### config.mk
export PLATFORM = sky130hd
export DESIGN_NAME = delay_tap_reader
export DESIGN_NICKNAME = d
export VERILOG_FILES = /design/src/rtl/delay_tap_reader.sv
export SDC_FILE = /design/constraint.sdc
export NUM_CORES = 1
export LEC_CHECK = 0
export BUFFER_PORTS_ARGS = -buffer_cell sky130_fd_sc_hd__buf_2
export CORE_MARGIN = 3
export CORE_UTILIZATION = 47
export CTS_CLUSTER_DIAMETER = 120
export DETAILED_ROUTE_END_ITERATION = 16
export GPL_TIMING_DRIVEN = 1
export PLACE_DENSITY = 0.74
export SYNTH_ARGS = -nofsm -noshare
export SYNTH_HDL_FRONTEND = slang
export SYNTH_SLANG_ARGS = --single-unit
### constraint.sdc
create_clock -name clk_i -period 2.6 [get_ports clk_i]
set_input_delay 0.26 -clock clk_i [delete_from_list [all_inputs] [get_ports clk_i]]
set_output_delay 0.26 -clock clk_i [all_outputs]
set_load 0.02 [all_outputs]
### src/rtl/delay_tap_reader.sv
// Echo tap fetcher: reads the sample lying `delay` behind the write pointer
// through a req/gnt/rvalid arbiter port, with timeout recovery and a one-deep pending slot.
module delay_tap_reader #(
    parameter int SIG_BITS = 16,
    parameter int DLY_B    = 14,
    parameter int TIMEOUT  = 64
) (
    input  logic                clk_i,
    input  logic                reset_i,
    input  logic                wr_strobe_i,
    input  logic [DLY_B-1:0]    wr_ptr_i,
    input  logic [DLY_B-1:0]    delay_i,
    output logic                mem_req_o,
    output logic [DLY_B-1:0]    mem_addr_o,
    input  logic                mem_gnt_i,
    input  logic                mem_rvalid_i,
    input  logic [SIG_BITS-1:0] mem_rdata_i,
    output logic [SIG_BITS-1:0] tap_o,
    output logic                tap_valid_o,
    output logic                tap_underrun_o
);

    localparam int CNT_W = (TIMEOUT > 2) ? $clog2(TIMEOUT) : 1;

    typedef enum logic [1:0] {
        ST_IDLE = 2'd0,
        ST_REQ  = 2'd1,
        ST_WAIT = 2'd2,
        ST_OUT  = 2'd3
    } state_t;

    state_t              state_q;
    logic [CNT_W-1:0]    cnt_q;
    logic                pend_q;
    logic [DLY_B-1:0]    pend_addr_q;
    logic                stale_q;
    logic                mem_req_q;
    logic [DLY_B-1:0]    mem_addr_q;
    logic [SIG_BITS-1:0] tap_q;
    logic                tap_valid_q;
    logic                tap_underrun_q;

    logic [DLY_B-1:0]    eff_d;
    logic [DLY_B-1:0]    addr_d;
    logic                timeout_d;

    // A zero delay would read the slot being written, so it is clamped to one.
    always_comb begin
        eff_d     = (delay_i == '0) ? DLY_B'(1) : delay_i;
        addr_d    = wr_ptr_i - eff_d;
        timeout_d = (cnt_q == CNT_W'(TIMEOUT - 1));
    end

    always_ff @(posedge clk_i) begin
        if (reset_i) begin
            state_q        <= ST_IDLE;
            cnt_q          <= '0;
            pend_q         <= 1'b0;
            pend_addr_q    <= '0;
            stale_q        <= 1'b0;
            mem_req_q      <= 1'b0;
            mem_addr_q     <= '0;
            tap_q          <= '0;
            tap_valid_q    <= 1'b0;
            tap_underrun_q <= 1'b0;
        end else begin
            tap_valid_q    <= 1'b0;
            tap_underrun_q <= 1'b0;

            // A late response from an aborted fetch is swallowed wherever it lands.
            if (mem_rvalid_i && stale_q)
                stale_q <= 1'b0;

            if (wr_strobe_i && (state_q != ST_IDLE)) begin
                pend_q      <= 1'b1;
                pend_addr_q <= addr_d;
            end

            case (state_q)
                ST_IDLE: begin
                    if (wr_strobe_i) begin
                        mem_addr_q <= addr_d;
                        mem_req_q  <= 1'b1;
                        cnt_q      <= '0;
                        state_q    <= ST_REQ;
                    end
                end
                ST_REQ: begin
                    if (mem_gnt_i) begin
                        mem_req_q <= 1'b0;
                        cnt_q     <= cnt_q + 1'b1;
                        state_q   <= ST_WAIT;
                    end else if (timeout_d) begin
                        mem_req_q      <= 1'b0;
                        tap_valid_q    <= 1'b1;
                        tap_underrun_q <= 1'b1;
                        state_q        <= ST_OUT;
                    end else begin
                        cnt_q <= cnt_q + 1'b1;
                    end
                end
                ST_WAIT: begin
                    if (mem_rvalid_i && !stale_q) begin
                        tap_q       <= mem_rdata_i;
                        tap_valid_q <= 1'b1;
                        state_q     <= ST_OUT;
                    end else if (timeout_d) begin
                        stale_q        <= 1'b1;
                        tap_valid_q    <= 1'b1;
                        tap_underrun_q <= 1'b1;
                        state_q        <= ST_OUT;
                    end else begin
                        cnt_q <= cnt_q + 1'b1;
                    end
                end
                ST_OUT: begin
                    // A strobe landing here either refills the pending slot or starts directly.
                    if (pend_q) begin
                        mem_addr_q <= pend_addr_q;
                        pend_q     <= wr_strobe_i;
                        mem_req_q  <= 1'b1;
                        cnt_q      <= '0;
                        state_q    <= ST_REQ;
                    end else if (wr_strobe_i) begin
                        mem_addr_q <= addr_d;
                        pend_q     <= 1'b0;
                        mem_req_q  <= 1'b1;
                        cnt_q      <= '0;
                        state_q    <= ST_REQ;
                    end else begin
                        state_q <= ST_IDLE;
                    end
                end
                default: state_q <= ST_IDLE;
            endcase
        end
    end

    assign mem_req_o      = mem_req_q;
    assign mem_addr_o     = mem_addr_q;
    assign tap_o          = tap_q;
    assign tap_valid_o    = tap_valid_q;
    assign tap_underrun_o = tap_underrun_q;

endmodule

==> flow_summary.ini <==
[cells_and_area]
nets = 593
drive_gt1_share_pct = 25.3
diodes = 0
design_area_um2 = 4180
areaGrowthSynthToFinish_pct = 25.2

[setup_path]
path_class = input port to register
reg2reg_slack_ns = 0.41
cp-end-kind = register
arrival_ns = 2.75
crit_path_start_kind = input port
worstPathRequired_ns = 2.82
critPathMaxFanout = 3

[pwr]
leakagePower_nw = 1.82
ir_drop_v = 0.000309
power_density_nw_per_um2 = 780

[clocking]
cts_buffers = 9
htreeDepth = 3
clkLatencyLatePin_ns = 0.34
clock_tree.root_cell = clkbuf_8
cts_tree = done
clk_pin_slew_ns = 0.07
clock_sink_count = 57
cts.path.max_buffers = 2

[timing]
hold_viol_final = 0
skew_ns = 0.00769
max_freq_mhz = 395
finalCritPeriodShare_pct = 97.3
layout_min_cycle_time_ns = 2.53
fin_tns_setup_ns = 0
setup_violations = 0
worst_pin_slew_ns = 0.576
drv_slew = 0
rsz0062_at_grt = yes
slew_headroom_pct = 61.6

[logic_synthesis]
async_flop_share_pct = 0
synth_ff_type = dfxtp_1
synth_top_area_share_pct = 34.2
synth_common_cells = nand2_1, dfxtp_1, a21oi_1
synth.largest_area_cell = dfxtp_1
synth.yosys.seq_area_share_pct = 34.2
synth_edf_count = 0
synth_fp_nets = 510
ys_warn_count = 0
netlist_area_um2 = 3340
synth.avg_cell_area_um2 = 7.58
synth_cells = 441
synth_area_leaders = dfxtp_1, a21oi_1, nand2_1, ha_1, nor2_1
yosysUniqueCellTypes = 56
ys_ff_latch = 57
yosysMostFrequentCell = nand2_1

[global_routing]
grt_first_pass_wirelength_um = 14300
grt_use_total_pct = 21.0
grt_overflow = 0
grt_max_degree = 38
grt_pass1_vias = 3193
antenna_found_initial = 0

[floorplan]
rows = 30
die_y_um = 90.3
coreArea_um2 = 6830
ios = 82
die_w_um = 90.3
fp.dieArea_um2 = 8160
initial_core_util_pct = 48.9

[placement]
io_buffers = 81
hpwlAfterDp_um = 6260
routabilityCongestion = 0.856
postPlaceCellArea_um2 = 3880

[route]
first_iter_violations = 201
post_drt_via_cell_ratio = 5.47
routedWlPerCell_um = 13.7
drc = 0
detail_route.first_pass.iterations = 4
via_count = 3417
finalWirelength_um = 8570
ant_nets = 0

[outcome]
status = completed

[job]
cap_viol_max_count = 0

[hold_path]
hold_path.class = input port to register
==> registers in the layout, summed over array words and instances (netlist names) <==
register and flops:
state_q 2, stale_q 1, pend_q 1, cnt_q 6, tap_valid_o 1, pend_addr_q 14, tap_o 16, mem_req_o 1
tap_underrun_o 1, mem_addr_o 14
==> critical path: stages <==
cell	delay, ns
buf_2	0.10
inv_2	0.05
nand4_1	0.11
nor4_2	0.17
buf_4	0.15
a41o_1	0.17
ha_2	0.17
inv_1	0.05
fa_2	0.34
a21o_1	0.18
a221oi_2	0.22
buf_4	0.18
o21ai_2	0.08
xor2_2	0.18
a221oi_2	0.27
nor2_1	0.06
==> power breakdown <==
group	switching [W]	internal [W]
Clock	0.000359	0.000691
Sequential	0.0000973	0.00101
Combinational	0.000683	0.000422
==> path summary, 6_finish.rpt <==
check	end	cells after the start	start
max	mem_addr_o[8]	16	delay_i[12]
min	tap_o[0]	3	mem_rdata_i[0]
max reg2reg	cnt_q[1]	8	state_q[0]
min reg2reg	tap_o[0]	2	tap_o[0]
==> through the flow <==
step / total power, W / hold slack, ns / util [%] / worst slack, ns / std cells
CTS: 0.00325 / 0.146 / 60.6 / 0.0143 / 624
floorplan: 0.00187 / 0.396 / - / 0.0608 / 441
finish: 0.00326 / 0.151 / 61.2 / 0.0694 / 625
global route: 0.00346 / 0.139 / 61.2 / -0.0646 / 625
global placement: 0.00217 / 0.439 / 56.8 / -0.328 / 608
detailed placement: 0.00220 / 0.445 / 56.8 / -0.400 / 608
==> what timing repair did <==
item,in CTS,in global routing
gates cloned,0,0
setup endpoints to repair,4,6
buffers inserted,0,1
pin swaps,1,5
resized for setup,1,9
hold buffers,0,0
==> routing by layer <==
metal	share of wire [%]	up-vias	wire [µm]	global-route usage [%]
met1	45	1563	3830	25.1
met3	5.8	11	497	5.08
met4	1.2	0	101	8.16
met5	0	-	0	0
met2	48	117	4140	36.3
li1	-	1726	-	-
==> cell type report <==
| type | count | area (µm²) |
|---|---|---|
| Multi-Input combinational cell | 331 | 2030 |
| Sequential cell | 57 | 1140 |
| Inverter | 27 | 101 |
| Clock inverter | 4 | 98.8 |
| Tap cell | 96 | 120 |
| Clock buffer | 12 | 155 |
| Fill cell | 634 | 2650 |
| Timing Repair Buffer | 98 | 533 |
==> cell families (layout without fill, tap and decap cells) <==
logic type	Yosys count	after routing	synth area share (%)
flops	57	57	34.2
buf+inv	53	141	6.18
mux	3	3	0.899
fa+ha+maj	20	20	7.72
compound gates	132	132	26.6
xor+xnor	9	9	2.36
simple gates	167	167	22.1
==> placed cells by master (no fill, tap or decap), drive strengths merged, types with 12 or more instances in the layout <==
master and n:
nor3 13, a21oi 55, buf 98, inv 26, nand2 67, nand3 15, o21ai 16, ha 19
dfxtp 57, nor2 42, clkbuf 12
Power figures use the tool's default switching activity.
